File: src/rtl/dst_tnew_pipe.sv
// Destination / Tnew tracker for the E..W pipeline stages.
// Each stage holds the destination register an in-flight instruction will
// write, plus the cycles remaining until that result exists. From these the
// block derives the D-stage stall and the per-operand forward selects.
module dst_tnew_pipe #(
  parameter int AW     = 5,
  parameter int TW     = 2,
  parameter int STAGES = 3,
  parameter int FW     = 2
) (
  input  logic                 clk,
  input  logic                 reset,
  input  logic [AW-1:0]        d_dst,
  input  logic [TW-1:0]        d_tnew,
  input  logic [1:0]           d_kind,
  input  logic [AW-1:0]        d_rs,
  input  logic [AW-1:0]        d_rt,
  input  logic [TW-1:0]        d_tuse_rs,
  input  logic [TW-1:0]        d_tuse_rt,
  input  logic                 e_cond,
  input  logic                 flush_e,
  output logic                 stall,
  output logic [FW-1:0]        fwd_rs,
  output logic [FW-1:0]        fwd_rt,
  output logic [STAGES*AW-1:0] stage_dst,
  output logic [STAGES*TW-1:0] stage_tnew
);

  localparam logic [1:0] KIND_UNCOND = 2'd1;
  localparam logic [1:0] KIND_COND   = 2'd2;

  logic [AW-1:0] dst_q  [STAGES];
  logic [AW-1:0] dst_d  [STAGES];
  logic [TW-1:0] tnew_q [STAGES];
  logic [TW-1:0] tnew_d [STAGES];
  logic [1:0]    kind0_q;
  logic [1:0]    kind0_d;

  logic          rs_hit, rt_hit;
  logic [TW-1:0] rs_tnew, rt_tnew;
  logic [FW-1:0] rs_sel, rt_sel;

  // Youngest-match search per source operand; scanning oldest to youngest so
  // the last hit written is the lowest stage index.
  always_comb begin
    rs_hit  = 1'b0;
    rs_tnew = '0;
    rs_sel  = '0;
    rt_hit  = 1'b0;
    rt_tnew = '0;
    rt_sel  = '0;
    for (int s = STAGES - 1; s >= 0; s--) begin
      if (d_rs != '0 && dst_q[s] == d_rs) begin
        rs_hit  = 1'b1;
        rs_tnew = tnew_q[s];
        rs_sel  = FW'(s + 1);
      end
      if (d_rt != '0 && dst_q[s] == d_rt) begin
        rt_hit  = 1'b1;
        rt_tnew = tnew_q[s];
        rt_sel  = FW'(s + 1);
      end
    end
  end

  // Stall when the producer is not ready in time; forward only from a ready
  // youngest match (an unready youngest match blocks older stages).
  always_comb begin
    stall  = (rs_hit && (rs_tnew > d_tuse_rs)) || (rt_hit && (rt_tnew > d_tuse_rt));
    fwd_rs = (rs_hit && rs_tnew == '0) ? rs_sel : '0;
    fwd_rt = (rt_hit && rt_tnew == '0) ? rt_sel : '0;
  end

  // Next-state: E entry (with bubbles), conditional nulling at E->M, shift
  // beyond M, saturating Tnew countdown on every transfer.
  always_comb begin
    for (int s = 0; s < STAGES; s++) begin
      dst_d[s]  = dst_q[s];
      tnew_d[s] = tnew_q[s];
    end
    kind0_d = kind0_q;

    if (stall || flush_e || (d_kind != KIND_UNCOND && d_kind != KIND_COND)) begin
      dst_d[0]  = '0;
      tnew_d[0] = '0;
      kind0_d   = '0;
    end else begin
      dst_d[0]  = d_dst;
      tnew_d[0] = d_tnew;
      kind0_d   = d_kind;
    end

    dst_d[1]  = (kind0_q == KIND_COND && !e_cond) ? '0 : dst_q[0];
    tnew_d[1] = (tnew_q[0] == '0) ? '0 : tnew_q[0] - TW'(1);

    for (int s = 1; s < STAGES - 1; s++) begin
      dst_d[s+1]  = dst_q[s];
      tnew_d[s+1] = (tnew_q[s] == '0) ? '0 : tnew_q[s] - TW'(1);
    end
  end

  // Stage registers; reset empties every stage at once.
  always_ff @(posedge clk or negedge reset) begin
    if (!reset) begin
      for (int s = 0; s < STAGES; s++) begin
        dst_q[s]  <= '0;
        tnew_q[s] <= '0;
      end
      kind0_q <= '0;
    end else begin
      for (int s = 0; s < STAGES; s++) begin
        dst_q[s]  <= dst_d[s];
        tnew_q[s] <= tnew_d[s];
      end
      kind0_q <= kind0_d;
    end
  end

  // Pack per-stage state onto the flat outputs, stage 0 in the LSBs.
  always_comb begin
    stage_dst  = '0;
    stage_tnew = '0;
    for (int s = 0; s < STAGES; s++) begin
      stage_dst[s*AW +: AW]  = dst_q[s];
      stage_tnew[s*TW +: TW] = tnew_q[s];
    end
  end

endmodule

File: config.mk
export PLATFORM = sky130hd
export DESIGN_NAME = dst_tnew_pipe
export DESIGN_NICKNAME = d
export VERILOG_FILES = /design/src/rtl/dst_tnew_pipe.sv
export SDC_FILE = /design/constraint.sdc
export NUM_CORES = 1
export LEC_CHECK = 0
export BUFFER_PORTS_ARGS = -buffer_cell sky130_fd_sc_hd__buf_4
export CAP_MARGIN = 15
export CORE_MARGIN = 1
export CORE_UTILIZATION = 45
export DETAILED_ROUTE_END_ITERATION = 16
export PLACE_DENSITY_LB_ADDON = 0.15
export SLEW_MARGIN = 40
export SYNTH_ARGS = -nofsm -noshare
export SYNTH_HDL_FRONTEND = slang
export SYNTH_SLANG_ARGS = --single-unit
File: constraint.sdc
create_clock -name clk -period 2.15 [get_ports clk]
set_input_delay 0 -clock clk [delete_from_list [all_inputs] [get_ports clk]]
set_output_delay 0 -clock clk [all_outputs]
set_load 0.03 [all_outputs]
# ---- Word level (Yosys, flattened, before mapping)
# Cells that the tools add are included.
dict set report totals {
  out_inout_bits 26
  word_cells 68
  inputBits 27
  register_bits 23
}
dict set report classes {
  n_lt_le_gt_ge 2
  mux 26
  n_eq_ne 9
  reduce_logical 22
  n_addsub 2
}
# cell n
set op_table {}
lappend op_table {{2-to-1 mux 2 bit} 18}
lappend op_table {{== test 5 bit} 6}
lappend op_table {{logical AND 1 bit} 12}
lappend op_table {{2-to-1 mux 5 bit} 2}
lappend op_table {{nonzero test 5 bit} 2}
lappend op_table {{logical NOT 2 bit} 4}
lappend op_table {{2-to-1 mux 1 bit} 6}
lappend op_table {{> comparator 2 bit} 2}
lappend op_table {{subtractor 2 x 1 -> 2 bit, second input constant} 2}
lappend op_table {{logical OR 1 bit} 3}
lappend op_table {{== test 2 bit, second input constant} 1}
lappend op_table {{!= test 2 x 1 -> 1 bit, second input constant} 1}
lappend op_table {{!= test 2 bit, second input constant} 1}
lappend op_table {{logical NOT 1 bit} 1}

# ---- Longest topological paths before layout
# Gate-level depths: netlist (run 1).
dict set report depth {
  depth_word 11
  mapped_depth 11
  depth_no_buf 11
}

# ---- Worst setup path after synthesis (run 1)
# Ideal clock, no wire load.
dict set report synth_path {
  kind {register to output}
  from {reg dst_q (netlist bit stage_dst[12])}
  to {out stall}
  slack_ns -0.537
  arrival_ns 2.687
  stages_incl_launch_ff 11
  n_path_buf 0
  required_ns 2.150
  cell_sequence {dfrtp_1 > xor2_1 > nor3_2 > nand3_1 > o311ai_0 > nand2_1 > ha_1 > nand2_1 > o21ai_0 > a311oi_4 > or2_1}
}
dict set report synth_via {
  elab_chain_cells 8
  word_cells_on_any_way 21
  cone_classes {2 x order compare; 2 x eq/ne; 12 x mux; 5 x reduce/logical}
}
# element line
set synth_lines {}
lappend synth_lines {{start, declared} 32} ;# logic [AW-1:0] dst_q [STAGES];
lappend synth_lines {{start signal, assigned by index} 112} ;# dst_q[s] <= dst_d[s];
lappend synth_lines {{== test 5 bit, on equally long branches} {53, 58}}
lappend synth_lines {{logical AND 1 bit, on equally long branches} {53, 58}}
lappend synth_lines {{2-to-1 mux 2 bit, on equally long branches (3 in series)} {53, 58}}
lappend synth_lines {{> comparator 2 bit} 69} ;# stall = (rs_hit && (rs_tnew > d_tuse_rs)) || (rt_hit && (rt_tnew > d_tuse_rt));
lappend synth_lines {{logical AND 1 bit} 69}
lappend synth_lines {{logical OR 1 bit (*)} 69}
lappend synth_lines {{end, declared} 22} ;# output logic stall,
# Every way passes the cells marked *; elsewhere a longest branch is shown, timed or not.

# ---- Worst setup path in the final report (run 1)
dict set report layout_path {
  from {reg dst_q (netlist bit stage_dst[14])}
  to {out stall}
}
# Same word-level chain as after synthesis.

==> metrics.yaml, run 1 <==
peakVddDrop_uv: 407.1
met1Wirelength_mm: 1.832
p_leak_nw: 1.265
mostFrequentLayoutCells: "buf_4 (88), xor2_1 (20), dfrtp_1 (16), dlygate4sd3_1 (13)"
die-width_um: 61.07
hold_violations: 0
dp_hpwl_mm: 3.352
crit_fanout: 3
routed-wl-met3_um: 231
arrival_ns: 2.75
clk_pin_slew_ns: 0.15
required_ns: 2.15
wl_mm: 4.781
synthAdderAreaFrac_pct: 3.187
final_common_cell: "buf_4"
track_usage_pct: 25.37
highest_layer: "met4"
p_per_area_nw_per_um2: 398.9
rows: 21
synthCells: 166
setup_violations: 12
die_area_um2: 3730
htree_levels: 1
final_nets: 302
clk_latency_ns: 0.32
setup_slack_ns: -0.5972
fin_crit_sh_pct: 127.8
synth_top_family_by_area: "simple AND/OR/NAND/NOR gates"
syn_area_um2: 1570
ys_seq_area_share_pct: 36.65
synth_compound_area_share_pct: 10.12
diodes: 0
drt_pass1_iterations: 6
max_stage_delay_ns: 0.46
viasPerCell: 5.111
synth-xor-area-share_pct: 16.73
crit_type: "flip-flop to output port"
route.met2.wl_mm: 2.696
fmax_mhz: 364.0
rsz0062_at_grt: "yes"
routedWlPerCell_um: 15.13
yosysUniqueCellTypes: 38
dieHeight_um: 61.07
worst_pin_slew_ns: 0.5885
clock_sinks: 23
hold_class: "primary input to asynchronous set/reset pin"
synth-seq-cells: 23
core_um2: 3337
maxCapViolations: 0
failed_checks: "setup timing"
via_count: 1615
initial_core_util_pct: 47.06
area_growth_pct: 69.64
finalSetupTns_ns: -4.549
timing.final.crit_period_ns: 2.747
antenna_found_initial: 0
cts_root_buffer: "clkbuf_4"
syn_nets: 197
dp_cells: 294
worst_setup_path_start_kind: "flip-flop"
layoutNonFillerInstCount: 316
grt_pass1_vias: 1579
synthSimpleGateAreaFrac_pct: 28.76
clock_path_buffers: 2
drtAntennaViolNets: 0
grt_max_degree: 24
grt_pass1_wl_mm: 6.734
drv_slew: 0
final_layout_size_suffix_gt1_share_pct: 51.85
num_io_pins: 53
slew_headroom_pct: 60.68
clock_skew_ns: 0.01401
drc_errors: 0
status: "finished, violations left"
synth.area.mux_share_pct: 0
drtIter0Drc: 56
synth.avg_cell_area_um2: 9.459
gp_congestion: 0.8494
crit_chain: "xor2_1 > nor3_2 > nand3_2 > o311ai_4 > o211a_1 > ha_4 > a21oi_2 > a211o_1 > a31oi_4 > or2_4 > buf_6"
grt_overflow: 0
portBuffers: 52
yosys_warnings: 0
cts_inserted_buffers: 3
worst_path_max_delay_cell: "dfrtp_2"
cts_tree: "yes"
fillerInstances: 223
critPathCaptureType: "output port"
[worst paths after layout]
| kind | end | startpoint | slack [ns] | cells after the start |
|---|---|---|---|---|
| min reg2reg | stage_dst[13] | stage_dst[8] | 0.48 | 0 |
| min | stage_dst[0] | reset | 0.11 | 2 |
| min in group clk | stage_dst[2] | d_tuse_rt[0] | 0.39 | 7 |
| max | stall | stage_dst[14] | -0.60 | 11 |
| max in group asynchronous | stage_dst[3] | reset | 1.78 | 2 |
| max reg2reg | kind0_q[0] | stage_dst[14] | -0.47 | 12 |
[metal layers]
metal  up-vias  track usage, %
li1        782               -
met4         0           8.442
met3         2           3.151
met1       780           30.20
met2        51           47.05
met5         -               0
[repair_timing]
item                                   in CTS  in global routing
setup endpoints to repair                  12                 12
gates cloned                                0                  0
hold buffers                               13                  0
endpoints found under the hold margin      37                  0
pin swaps                                  13                 11
buffers inserted                            3                  2
resized for setup                          15                 23
[synth_stat cells (all sizes together)]
| master | instances | share of area [%] |
|---|---|---|
| xnor2 | 9 | 5.0 |
| or2 | 1 | 0.40 |
| inv | 9 | 2.2 |
| o21ai | 1 | 0.32 |
| nor3 | 16 | 6.8 |
| nand3 | 8 | 3.3 |
| o311ai | 2 | 1.6 |
| or3 | 2 | 1.1 |
| nor2 | 11 | 2.6 |
| o211a | 1 | 0.64 |
| a31oi | 5 | 2.4 |
| and3 | 2 | 0.80 |
| and2 | 4 | 1.8 |
| o22ai | 1 | 0.40 |
| dfrtp | 23 | 37 |
| xor2 | 21 | 12 |
| a211o | 1 | 0.56 |
| a211oi | 1 | 0.48 |
| nor4 | 2 | 0.80 |
| o31ai | 2 | 0.96 |
| ha | 4 | 3.2 |
| nand2 | 12 | 2.9 |
| buf | 5 | 2.4 |
| a22oi | 1 | 0.48 |
| nor3b | 2 | 0.96 |
| nand3b | 7 | 3.3 |
| nor2b | 6 | 2.4 |
| nand2b | 2 | 0.80 |
| nand4 | 2 | 0.80 |
| a21oi | 2 | 0.64 |
| a311oi | 1 | 1.7 |
[worst max-delay path: cells and delay by family, from the launching register on]
family                   cells  cell delay [ns]
flip-flops                   1             0.46
buffers and inverters        1             0.14
AO/OA/AOI/OAI                5             0.84
AND/OR/NAND/NOR              3             0.62
adder cells (fa/ha/maj)      1             0.21
XOR/XNOR                     1             0.16
[cell families (layout without fill, tap and decap cells)]
logic type | count (synthesis) | after routing
simple gates | 77 | 77
xor+xnor | 30 | 30
flops | 23 | 23
compound gates | 18 | 18
buf+inv | 14 | 118
fa+ha+maj | 4 | 4
[layout make-up]
class                   instances  area (um^2)  share of cell area, %
multi-input cells             129         1122                  42.13
repair buffers                105        835.8                  31.38
flip-flops and latches         23        584.3                  21.94
well taps                      46        57.56                  2.161
inverters                       9        33.78                  1.268
clock buffers                   3        22.52                 0.8455
clock inverters                 1        7.507                 0.2818
[metrics by stage]
step / instance area, um^2 / hold slack [ns] / total power, mW / setup WS (ns) / util (%)
floorplan: 1587 / -0.2956 / 0.6416 / -0.3159 / -
global placement: 2260 / -0.09007 / 0.7896 / -0.3748 / 67.72
detailed placement: 2260 / -0.08861 / 0.7978 / -0.4227 / 67.72
CTS: 2515 / 0.09064 / 1.038 / -0.6503 / 75.37
global route: 2664 / 0.1070 / 1.112 / -0.7409 / 79.83
finish: 2664 / 0.1055 / 1.063 / -0.5972 / 79.83
[power by group]
| part | internal (mW) | switching (mW) |
|---|---|---|
| Sequential | 0.451 | 0.0216 |
| Combinational | 0.184 | 0.192 |
| Clock | 0.0710 | 0.143 |
[flip-flops by register name (all words and copies together) (netlist names)]
signal      flops
stage_dst      15
stage_tnew      6
kind0_q         2
No activity file was read; power rests on OpenSTA's default activity.
==> inputs of run 2 (changes only) <==
--- a/config.mk
+++ b/config.mk
@@ -11,6 +11,7 @@
 export CORE_UTILIZATION = 45
 export DETAILED_ROUTE_END_ITERATION = 16
 export PLACE_DENSITY_LB_ADDON = 0.15
+export REMOVE_ABC_BUFFERS = 1
 export SLEW_MARGIN = 40
 export SYNTH_ARGS = -nofsm -noshare
 export SYNTH_HDL_FRONTEND = slang
==> metrics.yaml, run 2 (synthesis gave the netlist of run 1 again) <==
grt_max_degree: 24  # unchanged
drtIter0Drc: 49  # -13%
mostFrequentLayoutCells: "buf_4 (92), xor2_1 (19), dfrtp_1 (18), dlygate4sd3_1 (13)"
rows: 21  # unchanged
final_nets: 310  # +2.6%
fin_util_pct: 84.33  # +4.5 points
drc_errors: 0  # unchanged
die-width_um: 61.07  # unchanged
fin_crit_sh_pct: 129.4  # +1.6 points
antenna_found_initial: 0  # unchanged
die_area_um2: 3730  # unchanged
critPathCaptureType: "output port"
drv_slew: 0  # unchanged
track_usage_pct: 26.24  # +0.87 points
grt_pass1_wl_mm: 6.948  # +3.2%
drt_pass1_iterations: 4  # -2
worst_pin_slew_ns: 0.5969  # +0.008403 ns
dieHeight_um: 61.07  # unchanged
crit_type: "flip-flop to output port"
use_met3_pct: 2.521  # -0.63 points
final_common_cell: "buf_4"
setup_violations: 14  # +2
crit_fanout: 2  # -1
arrival_ns: 2.78  # +0.03 ns
busiest_layer: "met2"
gp_congestion: 0.8809  # +3.7%
clk_pin_slew_ns: 0.14  # about the same
timing.final.crit_period_ns: 2.782  # +0.03468 ns
met1_usage_pct: 31.22  # +1.0 points
maxCapViolations: 0  # unchanged
finalSetupTns_ns: -5.270  # -0.7204 ns
cts_root_buffer: "clkbuf_4"
core_um2: 3337  # unchanged
dp_hpwl_mm: 3.401  # +1.5%
hold_class: "primary input to asynchronous set/reset pin"
cts_tree: "yes"
p_per_area_nw_per_um2: 386.0  # -3.2%
required_ns: 2.15  # about the same
clock_path_buffers: 2  # unchanged
initial_core_util_pct: 47.06  # unchanged
worst_setup_path_start_kind: "flip-flop"
peakVddDrop_uv: 364.8  # -10%
drtAntennaViolNets: 0  # unchanged
rsz0062_at_grt: "yes"
wl_mm: 5.134  # +7.4%
clock_skew_ns: 0.01012  # -0.003888 ns
htree_levels: 1  # unchanged
grt_pass1_vias: 1576  # -0.19%
cts_inserted_buffers: 3  # unchanged
status: "finished, violations left"
num_io_pins: 53  # unchanged
largest_register_ffs: 15  # unchanged
failed_checks: "setup timing"
area_growth_pct: 79.20
portBuffers: 52  # unchanged
slew_headroom_pct: 60.12  # -0.56 points
clk_latency_ns: 0.32  # about the same
routedWlPerCell_um: 15.85  # +4.7%
diodes: 0  # unchanged
final_layout_size_suffix_gt1_share_pct: 54.68  # +2.8 points
clock_sinks: 23  # unchanged
setup_slack_ns: -0.6318  # -0.03468 ns
hold_violations: 0  # unchanged
p_total_mw: 1.086  # +2.2%
p_leak_nw: 1.330  # +5.2%
grt_overflow: 0  # unchanged
viasPerCell: 5.160  # +0.97%
grtUsageMet2_pct: 48.60  # +1.6 points
fmax_mhz: 359.5  # -1.2%
via_count: 1672  # +3.5%
## run 2: what timing repair did
action                                  4_1_cts  5_1_grt
pin swaps                                     7       21
endpoints found under the hold margin        35        0
gates resized for setup                      12       48
hold buffers                                 13        0
endpoints found under the setup margin       12       12
setup buffers                                 4        9
cloned                                        0        0
## run 2: path summary, 6_finish.rpt
kind                                from       endpoint  slack, ns  cells after the start
max                        stage_dst[14]          stall      -0.63                     12
min                                reset  stage_tnew[5]        0.1                      2
max reg2reg                 stage_dst[9]     kind0_q[1]      -0.55                     14
min reg2reg                 stage_dst[9]  stage_dst[14]       0.50                      0
max in group asynchronous          reset   stage_dst[9]       1.78                      2
min in group clk                 flush_e     kind0_q[0]       0.46                      3
## run 2: area by class of cell
cell class	count	area (um^2)
timing repair buffer	113	914.6
clock buffer	4	26.28
inverter	9	33.78
multi-input combinational	129	1200
fill	189	523.0
sequential	23	581.8
tap	46	57.56
## run 2: per-stage QoR
| step | area [um^2] | std cells | hold slack (ns) | setup WS (ns) |
|---|---|---|---|---|
| floorplan | 1533 | 161 | -0.2956 | -0.5367 |
| global placement | 2243 | 294 | -0.09508 | -0.3788 |
| detailed placement | 2243 | 294 | -0.08622 | -0.4578 |
| CTS | 2495 | 315 | 0.1194 | -0.6231 |
| global route | 2814 | 324 | 0.1290 | -0.7465 |
| finish | 2814 | 324 | 0.09946 | -0.6318 |
## run 2: report_power, final
part | switching [mW] | internal (mW) | leakage [nW] | total (mW)
clock network | 0.138 | 0.0726 | 0.0150 | 0.211
logic | 0.204 | 0.197 | 1.01 | 0.401
registers | 0.0235 | 0.450 | 0.305 | 0.474
## run 2: critical path: stages, from the launching register on
cell,delay [ns]
dfrtp_1,0.42
buf_6,0.13
xor2_2,0.17
nor3_2,0.23
nand3_2,0.14
o311ai_4,0.34
nand2_2,0.10
ha_4,0.22
nand2_1,0.07
o21ai_2,0.07
a311oi_4,0.28
or2_1,0.16
buf_6,0.13
## run 2: layer usage
layer,share of wire (%),up-vias
met5,0,-
met4,2.1,0
met3,3.2,9
met2,55,46
met1,40,812
li1,-,805
==> inputs of run 3 (changes only) <==
--- a/config.mk
+++ b/config.mk
@@ -8,10 +8,10 @@
 export BUFFER_PORTS_ARGS = -buffer_cell sky130_fd_sc_hd__buf_4
 export CAP_MARGIN = 15
 export CORE_MARGIN = 1
-export CORE_UTILIZATION = 45
+export CORE_UTILIZATION = 47
+export CTS_BUF_LIST = sky130_fd_sc_hd__clkbuf_8
 export DETAILED_ROUTE_END_ITERATION = 16
 export PLACE_DENSITY_LB_ADDON = 0.15
-export REMOVE_ABC_BUFFERS = 1
 export SLEW_MARGIN = 40
 export SYNTH_ARGS = -nofsm -noshare
 export SYNTH_HDL_FRONTEND = slang
==> metrics.yaml, run 3 (synthesis gave the netlist of run 1 again) <==
clk_pin_slew_ns: 0.09  # -0.05 ns
core_um2: 3103  # -7.0%
cts_tree: "yes"
dieHeight_um: 59.80  # -2.1%
p_leak_nw: 1.188  # -11%
worst_path_max_delay_cell: "dfrtp_1"
clk_latency_ns: 0.27  # -0.05 ns
hold_class: "primary input to flip-flop"
final_common_cell: "buf_4"
grt_max_degree: 24  # unchanged
failed_checks: "setup timing"
clock_skew_ns: 0.004779  # -0.005343 ns
grt_overflow: 0  # unchanged
largest_register_ffs: 15  # unchanged
final_area_um2: 2480  # -12%
clock_path_buffers: 2  # unchanged
antenna_found_initial: 0  # unchanged
rows: 20  # -4.8%
portBuffers: 52  # unchanged
routedWlPerCell_um: 16.37  # +3.3%
drtAntennaViolNets: 0  # unchanged
track_usage_pct: 29.36  # +3.1 points
drt_pass1_iterations: 4  # unchanged
die_area_um2: 3576  # -4.1%
hold_start: "d_dst[4]"
maxCapViolations: 0  # unchanged
clock_sinks: 23  # unchanged
rsz0062_at_grt: "yes"
die-width_um: 59.80  # -2.1%
worst_pin_slew_ns: 0.5858  # -0.01109 ns
critPathCaptureType: "output port"
fillerInstances: 215  # +14%
drc_errors: 0  # unchanged
slew_headroom_pct: 60.86  # +0.74 points
viasPerCell: 5.413  # +4.9%
final_nets: 288  # -7.1%
crit_chain: "xor2_1 > nor3_2 > nand3_1 > o211a_1 > ha_4 > a21oi_2 > a211o_1 > a31oi_4 > or2_4 > buf_6"
worstSetupStartpoint: "stage_dst[2]"
critPathTopFamily: "compound AO/OA/AOI/OAI gates"
status: "finished, violations left"
fin_crit_sh_pct: 126.8  # -2.6 points
hold_violations: 0  # unchanged
cts_inserted_buffers: 3  # unchanged
fmax_mhz: 366.7  # +2.0%
grt_pass1_wl_mm: 7.562  # +8.8%
wl_mm: 4.911  # -4.3%
path_buf_inv: 1  # -1
htree_levels: 1  # unchanged
setup_slack_ns: -0.5767  # +0.05515 ns
gp_congestion: 0.9207  # +4.5%
dpl_cell_area_um2: 2217  # -1.2%
setup_violations: 12  # -2
mostFrequentLayoutCells: "buf_4 (81), xor2_1 (21), dfrtp_1 (19), nand2_1 (12), nor2_1 (11)"
diodes: 0  # unchanged
worst_setup_path_start_kind: "flip-flop"
p_per_area_nw_per_um2: 447.4  # +16%
finalSetupTns_ns: -4.948  # +0.3211 ns
dp_hpwl_mm: 3.492  # +2.7%
required_ns: 2.15  # about the same
via_count: 1624  # -2.9%
initial_core_util_pct: 50.60  # +3.5 points
timing.final.crit_period_ns: 2.727  # -0.05515 ns
area_growth_pct: 57.93
r2r-start: "stage_dst[11]"
final_layout_size_suffix_gt1_share_pct: 46.09  # -8.6 points
peakVddDrop_uv: 402.9  # +10%
max_stage_delay_ns: 0.45  # +0.03 ns
drtIter0Drc: 100  # +100%
grt_pass1_vias: 1656  # +5.1%
num_io_pins: 53  # unchanged
arrival_ns: 2.73  # -0.05 ns
reg2reg_slack_ns: -0.55  # about the same
crit_type: "flip-flop to output port"
crit_fanout: 4  # +2
cts_root_buffer: "clkbuf_8"
drv_slew: 0  # unchanged
## run 3: where the power goes
part           switching, mW  total [mW]  internal [mW]
registers             0.0218       0.472          0.450
clock network          0.155       0.285          0.130
logic                  0.186       0.353          0.167
total                  0.363        1.11          0.747
## run 3: worst paths after layout
kind,to,cells after the start
setup reg to reg,kind0_q[0],12
setup / recovery,stall,10
hold reg to reg,stage_tnew[2],1
max in group asynchronous,stage_dst[10],2
hold / removal,stage_dst[4],3
min in group asynchronous,stage_dst[1],2
## run 3: worst reg2reg max path: stages, from the launching register on
cell and delay (ns):
dfrtp_2 0.44, xor2_1 0.14, nor3_1 0.19, nand3_1 0.17, o311ai_2 0.31, o211a_1 0.26
ha_4 0.22, a21oi_2 0.12, a211o_1 0.15, a31oi_4 0.04, buf_4 0.15, buf_12 0.13
nor4_4 0.26
## run 3: metal layers
metal | wire length, um | up-vias | GRT usage (%) | part of all wire (%)
met5 | 0 | - | 0 | 0
li1 | - | 754 | - | -
met4 | 106 | 0 | 12.62 | 2.2
met2 | 2684 | 69 | 56.19 | 55
met1 | 1923 | 786 | 31.74 | 39
met3 | 195 | 15 | 3.896 | 4.0
## run 3: metrics by stage
stage	total power, mW	utilization [%]	hold WS, ns	cells	setup WS, ns
after floorplan	0.6416	-	-0.2956	166	-0.3159
after global placement	0.7820	71.45	-0.09162	285	-0.3266
after detailed placement	0.7927	71.45	-0.08387	285	-0.4899
after CTS	1.093	79.68	0.002847	301	-0.5209
after global routing	1.155	79.92	0.0007547	300	-0.7344
final	1.110	79.92	0.008970	300	-0.5767
## run 3: final cells by class
type / instances / area, um^2 / area share (%)
repair buffers: 91 / 720.7 / 29.06
inverters: 9 / 33.78 / 1.362
clock buffers: 3 / 41.29 / 1.665
well taps: 44 / 55.05 / 2.220
multi-input cells: 129 / 1044 / 42.08
flip-flops and latches: 23 / 580.6 / 23.41
clock inverters: 1 / 5.005 / 0.2018
## run 3: what timing repair did
item                                    4_1_cts  5_1_grt
cloned                                        0        0
gates resized for setup                      18        3
pin swaps                                    10       10
endpoints found under the setup margin       10       12
hold buffers                                  7        0
hold endpoints to repair                     30        0
setup buffers                                 5        1
